<file path="src/rtl/servo_pkg.sv">
// Shared constants and types for the four-channel servo PWM generator.
// All timing values are expressed in system clock cycles.
package servo_pkg;

   localparam int CLOCK_FREQ   = 50_000_000;
   localparam int FRAME_HZ     = 50;
   localparam int MIN_PULSE_US = 1000;
   localparam int MAX_PULSE_US = 2000;
   localparam int FRAME_CYC    = CLOCK_FREQ / FRAME_HZ;
   localparam int MIN_CYC      = CLOCK_FREQ / 1_000_000 * MIN_PULSE_US;
   localparam int MAX_CYC      = CLOCK_FREQ / 1_000_000 * MAX_PULSE_US;
   localparam int STEP         = (MAX_CYC - MIN_CYC) / 255;
   localparam int N_CH         = 4;
   localparam int CNT_W        = 20;
   localparam int CTRL_W       = 8;
   localparam int ADDR_W       = $clog2(N_CH);

   typedef logic [CNT_W-1:0]  cnt_t;
   typedef logic [CTRL_W-1:0] ctrl_t;
   typedef logic [ADDR_W-1:0] addr_t;

   // Pulse length in cycles; wraps in 20 bits like the hardware adder.
   function automatic cnt_t pulse_width(ctrl_t code, int min_cyc, int step_cyc);
      return CNT_W'(min_cyc) + CNT_W'(code) * CNT_W'(step_cyc);
   endfunction

endpackage

</file>
<file path="src/rtl/n_channel_servo_controller_if.sv">
// Host write port of the servo controller: position code, channel select and strobe.
interface n_channel_servo_controller_if;
   import servo_pkg::*;

   ctrl_t control;
   addr_t address;
   logic  load;

   modport master (output control, output address, output load);
   modport slave  (input  control, input  address, input  load);

endinterface

</file>
<file path="src/rtl/servo_pwm_channel.sv">
// One servo channel: double-buffered position code and a registered pulse comparator.
// Shadow and enable copy into the active set only at the frame wrap.
module servo_pwm_channel
   import servo_pkg::*;
#(
   parameter int MIN_CYCLES  = MIN_CYC,
   parameter int STEP_CYCLES = STEP
) (
   input  logic  clock,
   input  logic  reset,
   input  cnt_t  count,
   input  logic  wrap,
   input  logic  wr,
   input  ctrl_t control,
   output logic  pwm
);

   ctrl_t shadow_r;
   ctrl_t active_r;
   logic  enable_r;
   logic  enable_active_r;
   logic  pwm_r;
   cnt_t  width_s;

   // host-side shadow copy and sticky enable
   always_ff @(posedge clock or posedge reset) begin
      if (reset) begin
         shadow_r <= 8'd0;
         enable_r <= 1'b0;
      end else if (wr) begin
         shadow_r <= control;
         enable_r <= 1'b1;
      end else begin
         shadow_r <= shadow_r;
         enable_r <= enable_r;
      end
   end

   // frame-aligned copy so a frame in progress is never altered
   always_ff @(posedge clock or posedge reset) begin
      if (reset) begin
         active_r        <= 8'd0;
         enable_active_r <= 1'b0;
      end else if (wrap) begin
         active_r        <= shadow_r;
         enable_active_r <= enable_r;
      end else begin
         active_r        <= active_r;
         enable_active_r <= enable_active_r;
      end
   end

   always_comb begin
      width_s = pulse_width(active_r, MIN_CYCLES, STEP_CYCLES);
   end

   // registered pulse output, one cycle behind the counter
   always_ff @(posedge clock or posedge reset) begin
      if (reset) begin
         pwm_r <= 1'b0;
      end else begin
         pwm_r <= enable_active_r & (count < width_s);
      end
   end

   assign pwm = pwm_r;

endmodule

</file>
<file path="src/rtl/n_channel_servo_controller.sv">
// Four-channel hobby-servo PWM generator sharing a single 20 ms frame counter.
// Frame length and pulse scaling are parameters so the frame can be shortened.
module n_channel_servo_controller
   import servo_pkg::*;
#(
   parameter int FRAME_CYCLES = FRAME_CYC,
   parameter int MIN_CYCLES   = MIN_CYC,
   parameter int STEP_CYCLES  = STEP
) (
   input  logic                          clock,
   input  logic                          reset,
   n_channel_servo_controller_if.slave   host,
   output logic [N_CH-1:0]               pwm
);

   cnt_t            count_r;
   logic            wrap_s;
   logic [N_CH-1:0] sel_s;

   assign wrap_s = (count_r == CNT_W'(FRAME_CYCLES - 1));

   // free-running frame counter shared by every channel
   always_ff @(posedge clock or posedge reset) begin
      if (reset) begin
         count_r <= 20'd0;
      end else if (wrap_s) begin
         count_r <= 20'd0;
      end else begin
         count_r <= count_r + 20'd1;
      end
   end

   // one-hot write select; codes beyond the last channel match nothing
   always_comb begin
      sel_s = '0;
      for (int i = 0; i < N_CH; i++) begin
         sel_s[i] = host.load & (host.address == ADDR_W'(i));
      end
   end

   for (genvar g = 0; g < N_CH; g++) begin : g_ch
      servo_pwm_channel #(
         .MIN_CYCLES  (MIN_CYCLES),
         .STEP_CYCLES (STEP_CYCLES)
      ) u_ch (
         .clock   (clock),
         .reset   (reset),
         .count   (count_r),
         .wrap    (wrap_s),
         .wr      (sel_s[g]),
         .control (host.control),
         .pwm     (pwm[g])
      );
   end

endmodule

</file>
<file path="src/flat_wrapper.sv">
// flat-port wrapper written by rule: the top's interface ports become plain ports
module n_channel_servo_controller_flat import servo_pkg::*;
#(
   parameter int FRAME_CYCLES = FRAME_CYC,
   parameter int MIN_CYCLES   = MIN_CYC,
   parameter int STEP_CYCLES  = STEP
)
  (clock, reset, pwm, host_control, host_address, host_load);
  n_channel_servo_controller_if host_i ();
  input  logic clock;
  input  logic reset;
  output logic [N_CH-1:0] pwm;
  input wire logic [$bits(host_i.control)-1:0] host_control;
  input wire logic [$bits(host_i.address)-1:0] host_address;
  input wire logic [$bits(host_i.load)-1:0] host_load;
  assign host_i.control = host_control;
  assign host_i.address = host_address;
  assign host_i.load = host_load;
  n_channel_servo_controller #(.FRAME_CYCLES(FRAME_CYCLES), .MIN_CYCLES(MIN_CYCLES), .STEP_CYCLES(STEP_CYCLES)) u_core (.clock(clock), .reset(reset), .host(host_i), .pwm(pwm));
endmodule
</file>
<file path="config.mk">
export PLATFORM = sky130hd
export DESIGN_NAME = n_channel_servo_controller_flat
export DESIGN_NICKNAME = d
export VERILOG_FILES = /design/src/rtl/servo_pkg.sv /design/src/rtl/n_channel_servo_controller_if.sv /design/src/rtl/servo_pwm_channel.sv /design/src/rtl/n_channel_servo_controller.sv /design/src/flat_wrapper.sv
export SDC_FILE = /design/constraint.sdc
export NUM_CORES = 1
export LEC_CHECK = 0
export BUFFER_PORTS_ARGS = -buffer_cell sky130_fd_sc_hd__buf_2
export CAP_MARGIN = 20
export CORE_MARGIN = 4
export CORE_UTILIZATION = 54
export DETAILED_ROUTE_END_ITERATION = 10
export PLACE_DENSITY = 0.77
export SLEW_MARGIN = 15
export SYNTH_ARGS = -nofsm -noshare
export SYNTH_HDL_FRONTEND = slang
export SYNTH_SLANG_ARGS = --single-unit
</file>
<file path="constraint.sdc">
create_clock -name clock -period 11.17 [get_ports clock]
set_input_delay 2.234 -clock clock [delete_from_list [all_inputs] [get_ports clock]]
set_output_delay 2.234 -clock clock [all_outputs]
set_load 0.02 [all_outputs]
</file>
Word level (Yosys, flattened, before mapping):

Cells that the tools add are included.
Widths: inputs -> output; s select.

* bits of input ports: 13
* logic and storage cells: 48
* output and inout bits: 4
* register bits: 96

* $lt $le $gt $ge: 4
* add/sub/neg operators: 5
* eq/ne operators: 4
* multiply operators: 4
* muxes and demuxes: 1
* reduce and logical (&&, ||, !) cells: 1
* bitwise logic cells: 8

Operators with widths (number)
* $lt 20x17->1: 4
* $add 16x16->17 const A: 4
* $mul 8x6->14 const B: 4
* $add 20x1->20 const B: 1
* $eq 20x20->1 const B: 1
* $mux 20: 1
* $and 1x1->1: 8
* $eq 2x2->1 const B: 2
* $eq 2x1->1 const B: 1
* $logic_not 2->1: 1

Logic depth before layout (Yosys ltp):

Gate-level depths: netlist (run 1).

* word-level depth: 4
* gate-level depth with buffers: 18
* mapped depth without buffers: 18

By module:

From an unflattened synthesis (run 1), not the netlist that was laid out.

* cell total of the unflattened synthesis: 753
* area, all modules: 8222.9 um^2

Modules (own cells, without submodules)
* servo_pwm_channel at u_core.g_ch[1].u_ch: cells an instance 166, times used 1, area each 1811.7 um^2, sequential area each 475.5 um^2
* servo_pwm_channel at u_core.g_ch[3].u_ch: cells an instance 163, times used 1, area each 1795.5 um^2, sequential area each 475.5 um^2
* servo_pwm_channel at u_core.g_ch[2].u_ch: cells an instance 162, times used 1, area each 1791.7 um^2, sequential area each 475.5 um^2
* servo_pwm_channel at u_core.g_ch[0].u_ch: cells an instance 162, times used 1, area each 1790.5 um^2, sequential area each 475.5 um^2
* n_channel_servo_controller: cells an instance 100, times used 1, area each 1033.5 um^2, sequential area each 500.5 um^2

Worst setup path after synthesis (run 1):

No wires, ideal clock.

* kind: register -> register
* start point: register u_core.g_ch[0].u_ch.active_r[2]
* end point: register u_core.g_ch[0].u_ch.pwm_r
* period minus slack after synthesis: 3.810 ns
* slack: 7.360 ns
* buffers on the path: 0
* library setup time: 0.077 ns
* data arrival time: 3.733 ns
* data required time: 11.093 ns
* cell stages (with the launch flop): 17
* cell sequence: dfrtp_1 > ha_1 > fa_1 > ha_1 > ha_1 > inv_1 > fa_1 > nor2b_1 > a21oi_1 > nand3_1 > xor2_1 > ha_1 > a21o_1 > a21o_1 > a21oi_1 > o21ai_0 > a21oi_1

* cells in the longest elaborated chain, start to end: 4

RTL lines
* start, declared: RTL line servo_pwm_channel.sv:19 `ctrl_t active_r;`
* start signal, assigned: RTL line servo_pwm_channel.sv:45 `active_r <= shadow_r;`
* start signal, assigned: RTL line servo_pwm_channel.sv:48 `active_r <= active_r;`
* $mul 8x6->14: RTL line servo_pkg.sv:24 `return CNT_W'(min_cyc) + CNT_W'(code) * CNT_W'(step_cyc);`
* $add 16x16->17: RTL line servo_pkg.sv:24
* $lt 20x17->1: RTL line servo_pwm_channel.sv:62 `pwm_r <= enable_active_r & (count < width_s);`
* $and 1x1->1: RTL line servo_pwm_channel.sv:62
* end signal, assigned: RTL line servo_pwm_channel.sv:62
* end, declared: RTL line servo_pwm_channel.sv:22 `logic pwm_r;`

No other way between the ends.
A chain may end at the register's enable or synchronous reset.

Worst setup path in the final report (run 1):

* start point: register u_core.g_ch[1].u_ch.active_r[2]
* end point: register u_core.g_ch[1].u_ch.pwm_r

* cells in the longest elaborated chain, start to end: 4

RTL lines (RTL line)
* start, declared: servo_pwm_channel.sv:19
* start signal, assigned: servo_pwm_channel.sv:45
* start signal, assigned: servo_pwm_channel.sv:48
* $mul 8x6->14: servo_pkg.sv:24
* $add 16x16->17: servo_pkg.sv:24
* $lt 20x17->1: servo_pwm_channel.sv:62
* $and 1x1->1: servo_pwm_channel.sv:62
* end signal, assigned: servo_pwm_channel.sv:62
* end, declared: servo_pwm_channel.sv:22

No other way between the ends.

==> impl_metrics.yaml, run 1 <==
outcome:
  outcome: "complete, no violations"
sta:
  skew_ns: 0.0111
  tns_ns: 0
  layout_min_cycle_time_ns: 4.16
  final_hold_viol_count: 0
  max_freq_ghz: 0.241
  report.final.slew_viol_count: 0
  grt_setup_unrepaired: "false"
  min_period_over_period: 0.372
  worst_pin_slew_ns: 0.983
  setup_viol: 0
  max_slew_margin: 0.345
clocking:
  cts_setup_buffers: 0
  clock_latency_ns: 0.35
  cts_hold_buf: 0
  cts_resized: 0
  numCtsBuffers: 9
  clk_pin_slew_ns: 0.07
  clockBufferDepth: 2
  cts_root_buffer: "clkbuf_16"
  h-tree-depth: 3
  cts.sinks: 96
  cts_tree: "done"
power:
  power_uw: 780
  intPower_uw: 615
  p_switching_uw: 165
  swShare: 0.212
  p_seq_frac: 0.488
  leakagePower_uw: 0.00495
  combPwrFrac: 0.048
  peakVddDrop_uv: 115
  p_clk_frac: 0.464
  power_density_mw_per_mm2: 89.5
grt:
  grt_usage: 0.212
  grt-ovfl-total: 0
  grt_pass1_wl_mm: 28.4
  antenna_found_initial: 0
  grt_start_max_net_pins: 80
  grt_pass1_vias: 5879
detailed_routing:
  viasPerCell: 5.71
  routed_wl_mm: 16.8
  vias: 5762
  wl_per_cell_microns: 16.6
  drc_errors: 0
  ant_nets: 0
  dr.pass1.iters: 4
  drt_iter0_drc: 289
logic_synthesis:
  synth_cell_type_count: 48
  postSynthCellCount: 805
  syn_area_per_cell_sq_um: 10.1
  ys.warnings.count: 0
  synthTopCellsByCount: "ha_1 (173), nand2_1 (113), dfrtp_1 (96)"
  synthSimpleGateAreaFrac: 0.156
  synth_compound_area_frac: 0.0964
  synthMuxAreaShare: 0.0469
  ys.flop_type: "dfrtp_1"
  synth_xor_area_frac: 0.0832
  synth.yosys.seq_area_share: 0.296
  synth_edf_count: 0
  async_flop_share: 1.00
  synth_top_family_by_area: "adder cells"
  ys_seq_elements: 96
  yosysTopAreaCellShare: 0.296
  synth_top_cell_by_area: "dfrtp_1"
  netlist_top_cells_area: "dfrtp_1 (30%), ha_1 (27%), nand2_1 (5.2%)"
  synth_nets: 1003
  yosysMostFrequentCell: "ha_1"
  synthAdderAreaFrac: 0.297
  synth_area_sq_mm: 0.00810
worst_setup_path:
  crit_arrival_ns: 4.43
  critPathSlowestCell: "fa_1"
  crit_fanout: 5
  crit_family: "adder cells"
  end_kind: "flip-flop"
  reg2reg_depth: 18
  rrSetupSlack_ns: 7.01
  path_class: "reg -> reg"
  timing.rr.end: "u_core.g_ch[1].u_ch.pwm"
  start_kind: "flip-flop"
  regToRegStartpoint: "u_core.g_ch[1].u_ch.active_r[2]"
  required_ns: 11.44
  crit_chain: "ha_1 > fa_1 > ha_1 > ha_1 > inv_1 > fa_1 > nor2b_1 > or3_1 > a21oi_1 > nor2_1 > nand3_1 > xor2_1 > ha_1 > a21o_1 > a21o_1 > a21oi_1 > o21ai_0 > a21oi_1"
  crit_path_max_incr_delay_ns: 0.46
  critPathMostFrequentCell: "ha_1"
  path_buf_inv: 1
finish:
  nets: 1018
  multi_input_area_sq_mm: 0.00551
  stdcell_count: 1009
  fillCellCount: 1175
  post-route-util: 0.597
  layout-area-overhead-vs-synth_pct: 7.50
  drive_gt1_frac: 0.0982
  seq_area_sq_mm: 0.00240
  design_area_sq_mm: 0.00871
  n_antenna_cell: 0
min_path:
  hp-start: "u_core.g_ch[2].u_ch.shadow_r[5]"
  hold_end: "u_core.g_ch[2].u_ch.active_r[5]"
  hold_path.class: "reg -> reg"
  whs_path_depth: 2
flow_run:
  max_cap_violations: 0
placement:
  place_inst: 993
  place_area_sq_mm: 0.00836
  dp_hpwl_mm: 12.7
  port_buffers: 16
  place.gp.congestion: 0.844
floorplanning:
  initial_utilization: 0.555
  io_pins: 17
  rows: 44
  die_area_sq_mm: 0.0170
  die_w_microns: 130
  core_area_sq_mm: 0.0146
  die_h_microns: 130
==> worst min-delay path, stage by stage, from the launching register on <==
cell,delay (ns)
dfrtp_1,0.34
nand2_1,0.05
nand2_1,0.05
==> layer usage <==
metal	wire length (microns)	vias up	global-route usage
met5	0	-	0
met4	234	0	0.0514
met3	592	20	0.0285
met2	8100	85	0.358
met1	7830	2777	0.290
li1	-	2880	-
==> kinds of logic (layout without fill, tap and decap cells) <==
kind of cell	Yosys count	in the layout
buf+inv	44	64
simple gates	252	252
fa+ha+maj	185	185
mux	34	34
flops	96	96
xor+xnor	77	77
compound gates	117	117
==> layout by cell type (no fill, tap or decap), types with 9 or more instances in the layout <==
cell type and count:
a21o_1 35, a21oi_1 34, buf_2 16, clkbuf_16 9
dfrtp_1 96, fa_1 12, ha_1 173, inv_1 28
mux2_2 32, nand2_1 113, nand2b_1 19, nand3_1 25
nand4_1 16, nor2_1 22, nor2b_1 14, nor3b_1 9
o21ai_0 20, xnor2_1 45, xor2_1 32
==> state kept, by name, indices dropped and copies added (netlist names) <==
name	cells
u_core.g_ch.u_ch.pwm	4
u_core.g_ch.u_ch.enable_r	4
u_core.g_ch.u_ch.enable_active_r	4
u_core.g_ch.u_ch.active_r	32
u_core.g_ch.u_ch.shadow_r	32
u_core.count_r	20
==> metrics by stage <==
stage / worst slack (ns) / hold slack [ns]
after global placement: 7.18 / 0.442
after detailed placement: 7.04 / 0.449
after global routing: 6.73 / 0.480
after floorplan: 6.43 / 0.430
after CTS: 7.01 / 0.455
final: 7.01 / 0.455
==> power by group through the flow <==
| stage | Combinational (uW) | Sequential, uW | Clock (uW) |
|---|---|---|---|
| 3_5_place_dp | 37.7 | 387 | 0 |
| 2_1_floorplan | 27.5 | 383 | 0 |
| 3_3_place_gp | 36.1 | 386 | 0 |
| 4_1_cts | 37.9 | 380 | 366 |
| 5_1_grt | 41.4 | 382 | 382 |
| 6_report | 37.1 | 381 | 362 |
==> cell type report <==
cell class	instances	share of cell area
Clock inverter	6	0.0131
Multi-Input combinational cell	665	0.633
Inverter	29	0.0128
Tap cell	184	0.0264
Timing Repair Buffer	19	0.0118
Sequential cell	96	0.276
Clock buffer	10	0.0274
==> worst max path at each step <==
stage	cells past startpoint	end	from	slack (ns)
final	18	u_core.g_ch[1].u_ch.pwm	u_core.g_ch[1].u_ch.active_r[2]	7.01
after floorplan	1	u_core.count_r[0]	reset	6.43
after detailed placement	18	u_core.g_ch[1].u_ch.pwm	u_core.g_ch[1].u_ch.active_r[2]	7.04
after global placement	16	u_core.g_ch[1].u_ch.pwm	u_core.g_ch[1].u_ch.active_r[2]	7.18
after CTS	18	u_core.g_ch[1].u_ch.pwm	u_core.g_ch[1].u_ch.active_r[2]	7.01
after global routing	16	u_core.g_ch[3].u_ch.pwm	u_core.g_ch[3].u_ch.active_r[2]	6.73
No activity file was read; power rests on OpenSTA's default activity.
==> run 2: changes to the inputs <==
Settings changed: PLACE_DENSITY 0.77 to 0.8.
Clock period 11.17 ns to 3.3 ns, I/O delays scaled along.
==> impl_metrics.yaml, run 2 (synthesis gave the netlist of run 1 again) <==
floorplanning:
  io_pins: 17
  core_area_sq_mm: 0.0146
  die_w_microns: 130
  initial_utilization: 0.555
  die_area_sq_mm: 0.0170
  die_h_microns: 130
  rows: 44
finish:
  seq_area_sq_mm: 0.00241
  nets: 1131
  multi_input_area_sq_mm: 0.00591
  n_antenna_cell: 0
  top_regs: "u_core.g_ch.u_ch.active_r: 32 flops, u_core.g_ch.u_ch.shadow_r: 32 flops, u_core.count_r: 20 flops"
  drive_gt1_frac: 0.276
  layout-area-overhead-vs-synth_pct: 22.7
  fillCellCount: 983
  final_common_cell: "ha_1"
  final_cell_mix: "ha_1 (157), nand2_1 (113), buf_4 (111)"
grt:
  grt_pass1_vias: 6514
  antenna_found_initial: 0
  grt_pass1_wl_mm: 31.7
  grt-ovfl-total: 0
  grt_usage: 0.238
  grt_start_max_net_pins: 97
placement:
  port_buffers: 16
  pre_cts_ws_ns: -0.607
  place.gp.congestion: 0.835
  dp_hpwl_mm: 13.5
worst_setup_path:
  crit_fanout: 3
  critPathSlowestCell: "fa_1"
  path_buf_inv: 3
  path_class: "reg -> reg"
  end_kind: "flip-flop"
  crit_family: "adder cells"
  crit_chain: "buf_4 > ha_1 > fa_1 > ha_4 > ha_4 > inv_2 > fa_2 > nor2b_4 > buf_6 > o221a_2 > or3_4 > o2111ai_4 > o21bai_1 > xor2_1 > ha_1 > nand4_1 > nor2_1 > a21oi_1"
  crit_arrival_ns: 4.18
  start_kind: "flip-flop"
  crit_path_max_incr_delay_ns: 0.49
  required_ns: 3.54
power:
  leakagePower_uw: 0.00561
  peakVddDrop_uv: 363
  power_uw: 2480
  power_density_mw_per_mm2: 249
clocking:
  cts_hold_buf: 0
  clockBufferDepth: 2
  cts.sinks: 96
  cts_root_buffer: "clkbuf_16"
  cts_tree: "done"
  numCtsBuffers: 9
  clk_pin_slew_ns: 0.07
  h-tree-depth: 3
  clock_latency_ns: 0.36
detailed_routing:
  ant_nets: 0
  wl_per_cell_microns: 17.6
  drc_errors: 0
  vias: 6432
  routed_wl_mm: 19.7
  viasPerCell: 5.73
  dr.pass1.iters: 5
  drt_iter0_drc: 334
sta:
  setup_viol: 4
  report.final.slew_viol_count: 0
  layout_min_cycle_time_ns: 3.95
  skew_ns: 0.0115
  grt_setup_unrepaired: "true"
  final_hold_viol_count: 0
  setup_ws_ns: -0.647
  max_freq_ghz: 0.253
  max_slew_margin: 0.427
  worst_pin_slew_ns: 0.855
  min_period_over_period: 1.20
outcome:
  violations: "negative setup slack"
  outcome: "finished with violations"
min_path:
  hold_path.class: "in -> async"
flow_run:
  max_cap_violations: 0
## run 2: cell types whose count changed in the layout (fill, tap and decap cells not counted), sizes merged
cell / before / now
inv: 30 / 29
clkbuf: 10 / 11
clkinvlp: 2 / 1
buf: 19 / 132
clkinv: 0 / 3
bufinv: 3 / 1
## run 2: per-layer routing
layer / share of wire / GRT usage
met5: 0 / 0
met4: 0.022 / 0.0738
met3: 0.036 / 0.0329
met2: 0.51 / 0.422
met1: 0.43 / 0.301
## run 2: what timing repair did
| action | CTS | global route |
|---|---|---|
| gates cloned | 0 | 0 |
| setup buffers | 10 | 5 |
| endpoints found under the setup margin | 4 | 4 |
| pin swaps | 42 | 32 |
| resized for setup | 44 | 37 |
## run 2: per-stage QoR
stage	hold slack [ns]	utilization	cell area (sq um)	instances	setup TNS [ns]
after CTS	0.435	0.665	9700	1117	-2.14
after global routing	0.453	0.682	9950	1122	-3.02
after global placement	0.444	0.626	9140	1091	-1.91
after detailed placement	0.450	0.626	9140	1091	-2.29
final	0.403	0.682	9950	1122	-2.37
after floorplan	0.430	-	8120	805	-1.65
## run 2: report_power, final
part           switching, uW  internal (uW)  leakage [uW]
combinational           59.8           68.2       0.00423
sequential              37.9           1250       0.00123
clock                    456            607      0.000145
## run 2: area by class of cell
| cell class | count | share of cell area |
|---|---|---|
| multi-input cells | 665 | 0.594 |
| flip-flops and latches | 96 | 0.242 |
| repair buffers | 132 | 0.0993 |
| clock buffers | 11 | 0.0244 |
| well taps | 184 | 0.0231 |
| inverters | 29 | 0.0112 |
| clock inverters | 5 | 0.00566 |
## run 2: tightest hold or removal path, stage by stage
cell and delay (ns):
buf_2 0.11, inv_4 0.05, buf_12 0.36
## run 2: worst paths after layout
path / start / end / slack (ns) / depth (start not counted)
max in group asynchronous: reset / u_core.g_ch[0].u_ch.active_r[3] / 2.48 / 3
hold / removal: reset / u_core.g_ch[2].u_ch.shadow_r[5] / 0.40 / 3
setup / recovery: u_core.g_ch[2].u_ch.active_r[1] / u_core.g_ch[2].u_ch.pwm / -0.65 / 18
setup reg to reg: u_core.g_ch[2].u_ch.active_r[1] / u_core.g_ch[2].u_ch.pwm / -0.65 / 18
hold reg to reg: u_core.g_ch[1].u_ch.enable_r / u_core.g_ch[1].u_ch.enable_r / 0.47 / 1
min in group clock: u_core.g_ch[1].u_ch.enable_r / u_core.g_ch[1].u_ch.enable_r / 0.47 / 1
